### src/rtl/dragon_hit_detector_if.sv
// dragon_hit_detector_if: raster-scan inputs and hit/score outputs of the dragon hit detector
interface dragon_hit_detector_if;
    logic       startOfFrame;
    logic       pause;
    logic       newLevel;
    logic       dragonDrawingRequest;
    logic [2:0] shotDrawingRequest;
    logic [2:0] shotDragonCollision;
    logic       scoreInc;
    logic [3:0] hitCount;
    logic       dragonKilled;
    modport master (
        output startOfFrame, pause, newLevel, dragonDrawingRequest, shotDrawingRequest,
        input  shotDragonCollision, scoreInc, hitCount, dragonKilled
    );
    modport slave (
        input  startOfFrame, pause, newLevel, dragonDrawingRequest, shotDrawingRequest,
        output shotDragonCollision, scoreInc, hitCount, dragonKilled
    );
endinterface

### src/rtl/dragon_hit_detector.sv
// dragon_hit_detector: per-frame shot/dragon pixel overlap counting, hit pulses, cooldown and kill tracking
module dragon_hit_detector #(
    parameter int MIN_OVERLAP     = 4,
    parameter int COOLDOWN_FRAMES = 30,
    parameter int HITS_TO_KILL    = 3
) (
    input logic                  clk,
    input logic                  resetN,
    dragon_hit_detector_if.slave bus
);
    localparam int              CW      = COOLDOWN_FRAMES > 0 ? $clog2(COOLDOWN_FRAMES + 1) : 1;
    localparam logic [9:0]      MIN_OVL = 10'(MIN_OVERLAP);
    localparam logic [CW-1:0]   CD_LOAD = CW'(COOLDOWN_FRAMES);
    localparam logic [3:0]      KILL    = 4'(HITS_TO_KILL);
    typedef enum logic [1:0] {ARMED, COOLDOWN, DEAD} state_t;
    state_t        state;
    logic [9:0]    ovl [3];
    logic [CW-1:0] cooldown;
    logic [2:0]    hit_mask;
    logic [3:0]    next_count;
    always_comb begin
        for (int i = 0; i < 3; i++) hit_mask[i] = !bus.pause && ovl[i] >= MIN_OVL;
    end
    assign next_count = bus.hitCount + 4'd1;
    always_ff @(posedge clk or negedge resetN) begin
        if (!resetN) begin
            state                   <= ARMED;
            cooldown                <= '0;
            ovl                     <= '{default: '0};
            bus.shotDragonCollision <= '0;
            bus.scoreInc            <= 1'b0;
            bus.hitCount            <= '0;
            bus.dragonKilled        <= 1'b0;
        end else if (bus.newLevel) begin
            state                   <= ARMED;
            cooldown                <= '0;
            ovl                     <= '{default: '0};
            bus.shotDragonCollision <= '0;
            bus.scoreInc            <= 1'b0;
            bus.hitCount            <= '0;
            bus.dragonKilled        <= 1'b0;
        end else begin
            bus.shotDragonCollision <= '0;
            bus.scoreInc            <= 1'b0;
            if (bus.startOfFrame) begin
                // overlap seen during the startOfFrame cycle itself is dropped with the clear
                ovl <= '{default: '0};
                if (state != DEAD) bus.shotDragonCollision <= hit_mask;
                if (state == ARMED && hit_mask != 3'b000) begin
                    bus.scoreInc <= 1'b1;
                    bus.hitCount <= next_count;
                    cooldown     <= CD_LOAD;
                    if (next_count == KILL) begin
                        state            <= DEAD;
                        bus.dragonKilled <= 1'b1;
                    end else begin
                        state <= (CD_LOAD == '0) ? ARMED : COOLDOWN;
                    end
                end else if (state == COOLDOWN && !bus.pause) begin
                    cooldown <= cooldown - 1'b1;
                    if (cooldown == CW'(1)) state <= ARMED;
                end
            end else begin
                for (int i = 0; i < 3; i++)
                    if (bus.dragonDrawingRequest && bus.shotDrawingRequest[i] && !bus.pause && ovl[i] != '1)
                        ovl[i] <= ovl[i] + 10'd1;
            end
        end
    end
endmodule
### src/flat_wrapper.sv
// flat-port wrapper written by rule: the top's interface ports become plain ports
module dragon_hit_detector_flat 
#(
    parameter int MIN_OVERLAP     = 4,
    parameter int COOLDOWN_FRAMES = 30,
    parameter int HITS_TO_KILL    = 3
)
  (clk, resetN, bus_startOfFrame, bus_pause, bus_newLevel, bus_dragonDrawingRequest, bus_shotDrawingRequest, bus_shotDragonCollision, bus_scoreInc, bus_hitCount, bus_dragonKilled);
  dragon_hit_detector_if bus_i ();
  input logic clk;
  input logic resetN;
  input wire logic [$bits(bus_i.startOfFrame)-1:0] bus_startOfFrame;
  input wire logic [$bits(bus_i.pause)-1:0] bus_pause;
  input wire logic [$bits(bus_i.newLevel)-1:0] bus_newLevel;
  input wire logic [$bits(bus_i.dragonDrawingRequest)-1:0] bus_dragonDrawingRequest;
  input wire logic [$bits(bus_i.shotDrawingRequest)-1:0] bus_shotDrawingRequest;
  output wire logic [$bits(bus_i.shotDragonCollision)-1:0] bus_shotDragonCollision;
  output wire logic [$bits(bus_i.scoreInc)-1:0] bus_scoreInc;
  output wire logic [$bits(bus_i.hitCount)-1:0] bus_hitCount;
  output wire logic [$bits(bus_i.dragonKilled)-1:0] bus_dragonKilled;
  assign bus_i.startOfFrame = bus_startOfFrame;
  assign bus_i.pause = bus_pause;
  assign bus_i.newLevel = bus_newLevel;
  assign bus_i.dragonDrawingRequest = bus_dragonDrawingRequest;
  assign bus_i.shotDrawingRequest = bus_shotDrawingRequest;
  assign bus_shotDragonCollision = bus_i.shotDragonCollision;
  assign bus_scoreInc = bus_i.scoreInc;
  assign bus_hitCount = bus_i.hitCount;
  assign bus_dragonKilled = bus_i.dragonKilled;
  dragon_hit_detector #(.MIN_OVERLAP(MIN_OVERLAP), .COOLDOWN_FRAMES(COOLDOWN_FRAMES), .HITS_TO_KILL(HITS_TO_KILL)) u_core (.clk(clk), .resetN(resetN), .bus(bus_i));
endmodule
### config.mk
export PLATFORM = sky130hd
export DESIGN_NAME = dragon_hit_detector_flat
export DESIGN_NICKNAME = d
export VERILOG_FILES = /design/src/rtl/dragon_hit_detector_if.sv /design/src/rtl/dragon_hit_detector.sv /design/src/flat_wrapper.sv
export SDC_FILE = /design/constraint.sdc
export NUM_CORES = 1
export LEC_CHECK = 0
export ABC_AREA = 1
export ABC_CLOCK_PERIOD_IN_PS = 2300
export CORE_MARGIN = 2
export CORE_UTILIZATION = 40
export CTS_CLUSTER_DIAMETER = 50
export CTS_CLUSTER_SIZE = 40
export DETAILED_ROUTE_END_ITERATION = 10
export GPL_TIMING_DRIVEN = 0
export HOLD_SLACK_MARGIN = 0.06
export PLACE_DENSITY = 0.58
export SYNTH_ARGS = -nofsm -noshare
export SYNTH_HDL_FRONTEND = slang
export SYNTH_SLANG_ARGS = --single-unit
### constraint.sdc
create_clock -name clk -period 2.3 [get_ports clk]
set_input_delay 0.46 -clock clk [delete_from_list [all_inputs] [get_ports clk]]
set_output_delay 0.46 -clock clk [all_outputs]
set_load 0.005 [all_outputs]
# == Word level (Yosys, flattened, before mapping) ==
# Index checks and enable logic that the tools add are counted.
# totals
inputBits,9
out_inout_bits,9
register_bits,46
# op_classes
magnitude_cmp,3
addsub,5
mux,28
eq_ne,7
reduce_logical,29
# ops
op,n
two-way mux 30 bit,2
"adder 10 x 1 -> 10 bit, second input constant",3
">= comparator 10 x 3 -> 1 bit, second input constant",3
two-way mux 10 bit,3
"inequality test 10 bit, second input constant",3
two-way mux 5 bit,4
nonzero test 3 bit,6
logical AND 1 bit,14
two-way mux 2 bit,6
two-way mux 4 bit,3
two-way mux 3 bit,3
two-way mux 1 bit,7
AND reduction 3 bit,2
nonzero test 2 bit,3
"== test 5 x 1 -> 1 bit, second input constant",1
"subtractor 5 x 1 -> 5 bit, second input constant",1
"adder 4 x 1 -> 4 bit, second input constant",1
"== test 4 x 2 -> 1 bit, second input constant",1
AND reduction 2 bit,2
"== test 2 x 1 -> 1 bit, second input constant",1
zero test 2 bit,1
"inequality test 2 bit, second input constant",1
zero test 1 bit,1

# == Longest topological paths before layout ==
# logic_depth
ltp_word,7
depth_mapped,11
mapped_depth_nobuf,10

# == Least setup slack after synthesis ==
# Ideal clock, no wire load.
# synth_path
path_kind,register to register
start,register u_core.ovl[10] in the netlist's numbering
end,register u_core.ovl[15] in the netlist's numbering
arrival_time_ps,1419
setup_ps,121
path_stages_with_launch,9
synth_period_minus_slack_ps,1540
required_ps,2179
n_path_buf,0
path_slack_ps,760
cell_sequence,dfrtp_1 > ha_1 > nand3_2 > nor2_2 > nand4_1 > o21ai_2 > nand2_4 > a21oi_1 > nor2_1
# synth_between
elab_chain_cells,4
# synth_rtl
element,line_no,source
from (decl),dragon_hit_detector.sv:17,logic [9:0] ovl [3];
"from (signal, indexed assignment)",dragon_hit_detector.sv:66,ovl[i] <= ovl[i] + 10'd1;
adder 10 x 1 -> 10 bit,dragon_hit_detector.sv:66,
two-way mux 10 bit,dragon_hit_detector.sv:65,if (bus.dragonDrawingRequest && bus.shotDrawingRequest[i] && !bus.pause && ovl[i] != '1)
two-way mux 30 bit,dragon_hit_detector.sv:45,if (bus.startOfFrame) begin
two-way mux 30 bit,dragon_hit_detector.sv:34,end else if (bus.newLevel) begin
# Parallel ways exist; a longest one is shown, timed or not. The select of a mux whose other input is x is not followed.
# A chain may end at the register's enable or synchronous reset.

# == Worst setup path in the final report ==
# layout_path
start,input port bus_pause
end,register u_core.cooldown[1]
# layout_between
elab_chain_cells,7
# layout_rtl
element,line_no,source
from (decl),flat_wrapper.sv:13,input wire logic [$bits(bus_i.pause)-1:0] bus_pause;
zero test 1 bit (*),"dragon_hit_detector.sv:22, dragon_hit_detector.sv:59",
logical AND 1 bit,dragon_hit_detector.sv:22,for (int i = 0; i < 3; i++) hit_mask[i] = !bus.pause && ovl[i] >= MIN_OVL;
nonzero test 3 bit,dragon_hit_detector.sv:49,if (state == ARMED && hit_mask != 3'b000) begin
logical AND 1 bit,dragon_hit_detector.sv:49,
two-way mux 5 bit,dragon_hit_detector.sv:49,
two-way mux 5 bit,dragon_hit_detector.sv:45,
two-way mux 5 bit,dragon_hit_detector.sv:34,
to (signal assigned),dragon_hit_detector.sv:60,cooldown <= cooldown - 1'b1;
to (decl),dragon_hit_detector.sv:18,logic [CW-1:0] cooldown;
# Mark *: on every way between the ends. The rest lies on a longest branch, timed or not. The select of a mux whose other input is x is not followed.

==> summary.txt <==
Status = finished clean
Number of buffers created by CTS = 5
Max-slew violation count = 0
Met2 wire length = 2770 µm
Top cell by count, worst path = nand2_1
Die width = 87.52 µm
Post-synth EDFFs = 0
Layout cell share with drive strength beyond 1 = 9.819%
First-pass GRT wire length = 10310 µm
Starting Density = 41.30%
Slew headroom = 60.00%
Vias per std cell = 5.054
Setup Skew = 0.008486 ns
Top post-synthesis cells by area = dfrtp_1, nand2_1, nand3_1, nor2_1, xor2_1
Die height = 87.52 µm
Post-CTS setup buffers = 0
Cell area after placement = 0.003075 mm²
Worst Setup Path Type = in -> reg
Dominant synthesized flop cell = dfrtp_1
Vias in the first global route = 2222
Worst setup path end = u_core.cooldown[1]
Worst r2r dst = u_core.ovl[9]
Nets = 405
Met3 wire len = 161 µm
Hold Vio Cnt, Final = 0
Warnings from Yosys = 0
Clock Pin Slew Worst Setup and Hold Paths = 0.10 ns
# hold bufs at CTS = 0
Worst Path Required = 2.49 ns
Post-DRT Antenna Nets = 0
I/O Buffers = 17
Synthesized area per cell = 7.729 µm²
Final core utilization = 47.20%
Post-synthesis cell area = 0.002790 mm²
Final-layout fill cell count = 666
Final min period = 1.907 ns
Routability Congestion = 0.8340
Leak pwr = 1.479 nW
Synth top area share = 41.26%
Psw = 0.4688 mW
Fmax = 524.4 MHz
Sw Ratio = 27.29%
WL/cell = 12.84 µm
Reg power frac = 50.2%
R2R cell count = 9
Tcrit/Tclk final = 82.91%
Reg2reg setup slack = 0.47 ns
CTS tree = yes
Largest net degree at the start of global routing = 32
Via Count = 2360
Clock root buffer = clkbuf_8
Synth Instances = 361
Netlist cell types = 30
Critical Path Source = bus_pause
Worst hold path type = in -> async
Clock power share = 36.0%
GRT Residual Overflow = 0
Routed WL = 5996 µm
FP Rows = 30
Worst Setup End Kind = flip-flop
Layout Cell Area excl Fill = 0.003189 mm²
CTS Sinks = 46
Worst r2r src = u_core.ovl[0]
DR iter-0 viols = 111
Internal power = 1.249 mW
Comb pwr share = 13.8%
Unrepaired setup endpoints after global routing = false
CP arrival = 2.10 ns
Asr flop ratio synth = 100.0%
DRC errors left = 0
Largest stage delay, worst path = 0.50 ns
# diodes = 0
Seq/Total Area, Yosys = 41.26%
Top Metal Used = met4
Worst Setup Start Kind = primary input
# resized after CTS = 0
Wire length on met1 = 2987 µm
Die area = 0.007660 mm²
Area grow syn2layout = 14.30%
Final setup viols = 0
Seq cells post-synth = 46
Critical Path Fanout Max = 9
Antenna violations before repair = 0
Setup tns final = 0 ns
VDD IR max = 0.0003056 V
Syn_nets = 380
Htree depth = 2
Slowest stage cell, crit path = clkdlybuf4s50_1
Max cap viols = 0
CP cell instances = clkdlybuf4s50_1 -> inv_1 -> o21ai_1 -> nand3_2 -> nand2_2 -> nand2_1 -> nand2_2 -> inv_1 -> nand2_1 -> nand2_1
Total Routing Usage GR = 17.11%
First-pass DRT Iterations = 4
Insertion delay to the later sink of the worst-skew pair = 0.30 ns
Max clock buf depth = 2
HPWL Detailed = 4425 µm
Pwr dens = 538.7 mW/mm²
Worst slew pin tran = 0.6000 ns
Total core area = 0.006756 mm²
Io pins = 18
Cell taking the most area after synthesis = dfrtp_1
how the worst min path moves through the flow:
stage,depth (start not counted),slack (ns),from,end
2_1_floorplan,0,0.16,resetN,u_core.bus.dragonKilled
3_3_place_gp,2,0.47,u_core.bus.dragonKilled,u_core.bus.dragonKilled
3_5_place_dp,1,0.42,resetN,u_core.ovl[19]
4_1_cts,1,0.08,resetN,u_core.ovl[19]
5_1_grt,1,0.1,resetN,u_core.ovl[19]
6_report,1,0.06,resetN,u_core.ovl[19]
synthesized netlist by cell type, types with 2 or more instances:
cell,number
o21ai_0,23
a21oi_1,5
clkbuf_1,4
nor2_1,38
inv_1,35
o21ai_2,11
dfrtp_1,46
ha_1,10
nor2_2,2
nor3b_1,3
a31oi_1,2
nand3_1,29
xor2_1,16
xnor2_1,2
nand2_2,3
clkinv_4,2
or2_2,2
o21ai_1,3
nand4_1,19
nand3_2,3
nand2_1,83
nor3_1,11
buf_2,2
layer usage:
metal	GRT usage (%)	up-vias
li1	-	1232
met1	22.94	1088
met2	27.96	35
met3	3.033	5
met4	5.734	0
met5	0	-
cell families (layout without fill, tap and decap cells):
group           Yosys count  count (layout)  synth area share [%]
xor+xnor                 18              18                 5.650
buf+inv                  46              72                 6.771
flops                    46              46                 41.26
fa+ha+maj                10              10                 4.484
compound gates           46              46                 10.04
simple gates            195             195                 31.79
worst max-delay path: cells and delay by family:
| family | cells | cell delay, ns |
|---|---|---|
| buffers and inverters | 3 | 0.75 |
| and+or+nand+nor | 6 | 0.66 |
| AOI/OAI and AO/OA | 1 | 0.23 |
registers in the layout, indices dropped and copies added, names as in the netlist:
register / count
u_core.bus.dragonKilled: 1
u_core.cooldown: 5
u_core.bus.shotDragonCollision: 3
u_core.state: 2
u_core.ovl: 30
u_core.bus.hitCount: 4
u_core.bus.scoreInc: 1
cell usage in the layout, fill, tap and decap left out, drive strengths merged:
cell type,Yosys,layout
a21o,1,1
a21oi,5,5
a31o,1,1
a31oi,2,2
buf,4,6
bufinv,0,1
clkbuf,4,9
clkdlybuf4s50,0,16
clkinv,3,3
clkinvlp,0,2
dfrtp,46,46
ha,10,10
inv,35,35
nand2,87,87
nand3,32,32
nand4,19,19
nor2,40,40
nor2b,1,1
nor3,11,11
nor3b,3,3
o21ai,37,37
or2,2,2
xnor2,2,2
xor2,16,16
power by group through the flow:
stage	sequential (mW)	clock, mW	combinational, mW
after floorplan	0.874	0	0.165
after CTS	0.862	0.639	0.239
after global placement	0.879	0	0.232
after detailed placement	0.878	0	0.239
after global routing	0.867	0.672	0.273
final	0.862	0.619	0.237
area by class of cell:
class	count	area [µm²]	area share, %
clock inverter	3	45.04	1.412
timing repair buffer	18	185.2	5.806
sequential	46	1151	36.09
buffer	8	36.28	1.138
tap	80	100.1	3.138
clock buffer	5	68.82	2.158
multi-input combinational	269	1450	45.47
inverter	38	152.6	4.786
metrics by stage:
step	total power, mW	cells	setup WS (ns)	hold slack [ns]
CTS	1.740	467	0.4039	0.07919
global placement	1.111	458	-0.6186	0.4713
finish	1.718	467	0.3931	0.06232
detailed placement	1.117	459	0.07345	0.4164
floorplan	1.039	361	0.7602	0.1644
global route	1.811	467	0.2645	0.09799
(Power assumes the default switching activity.)
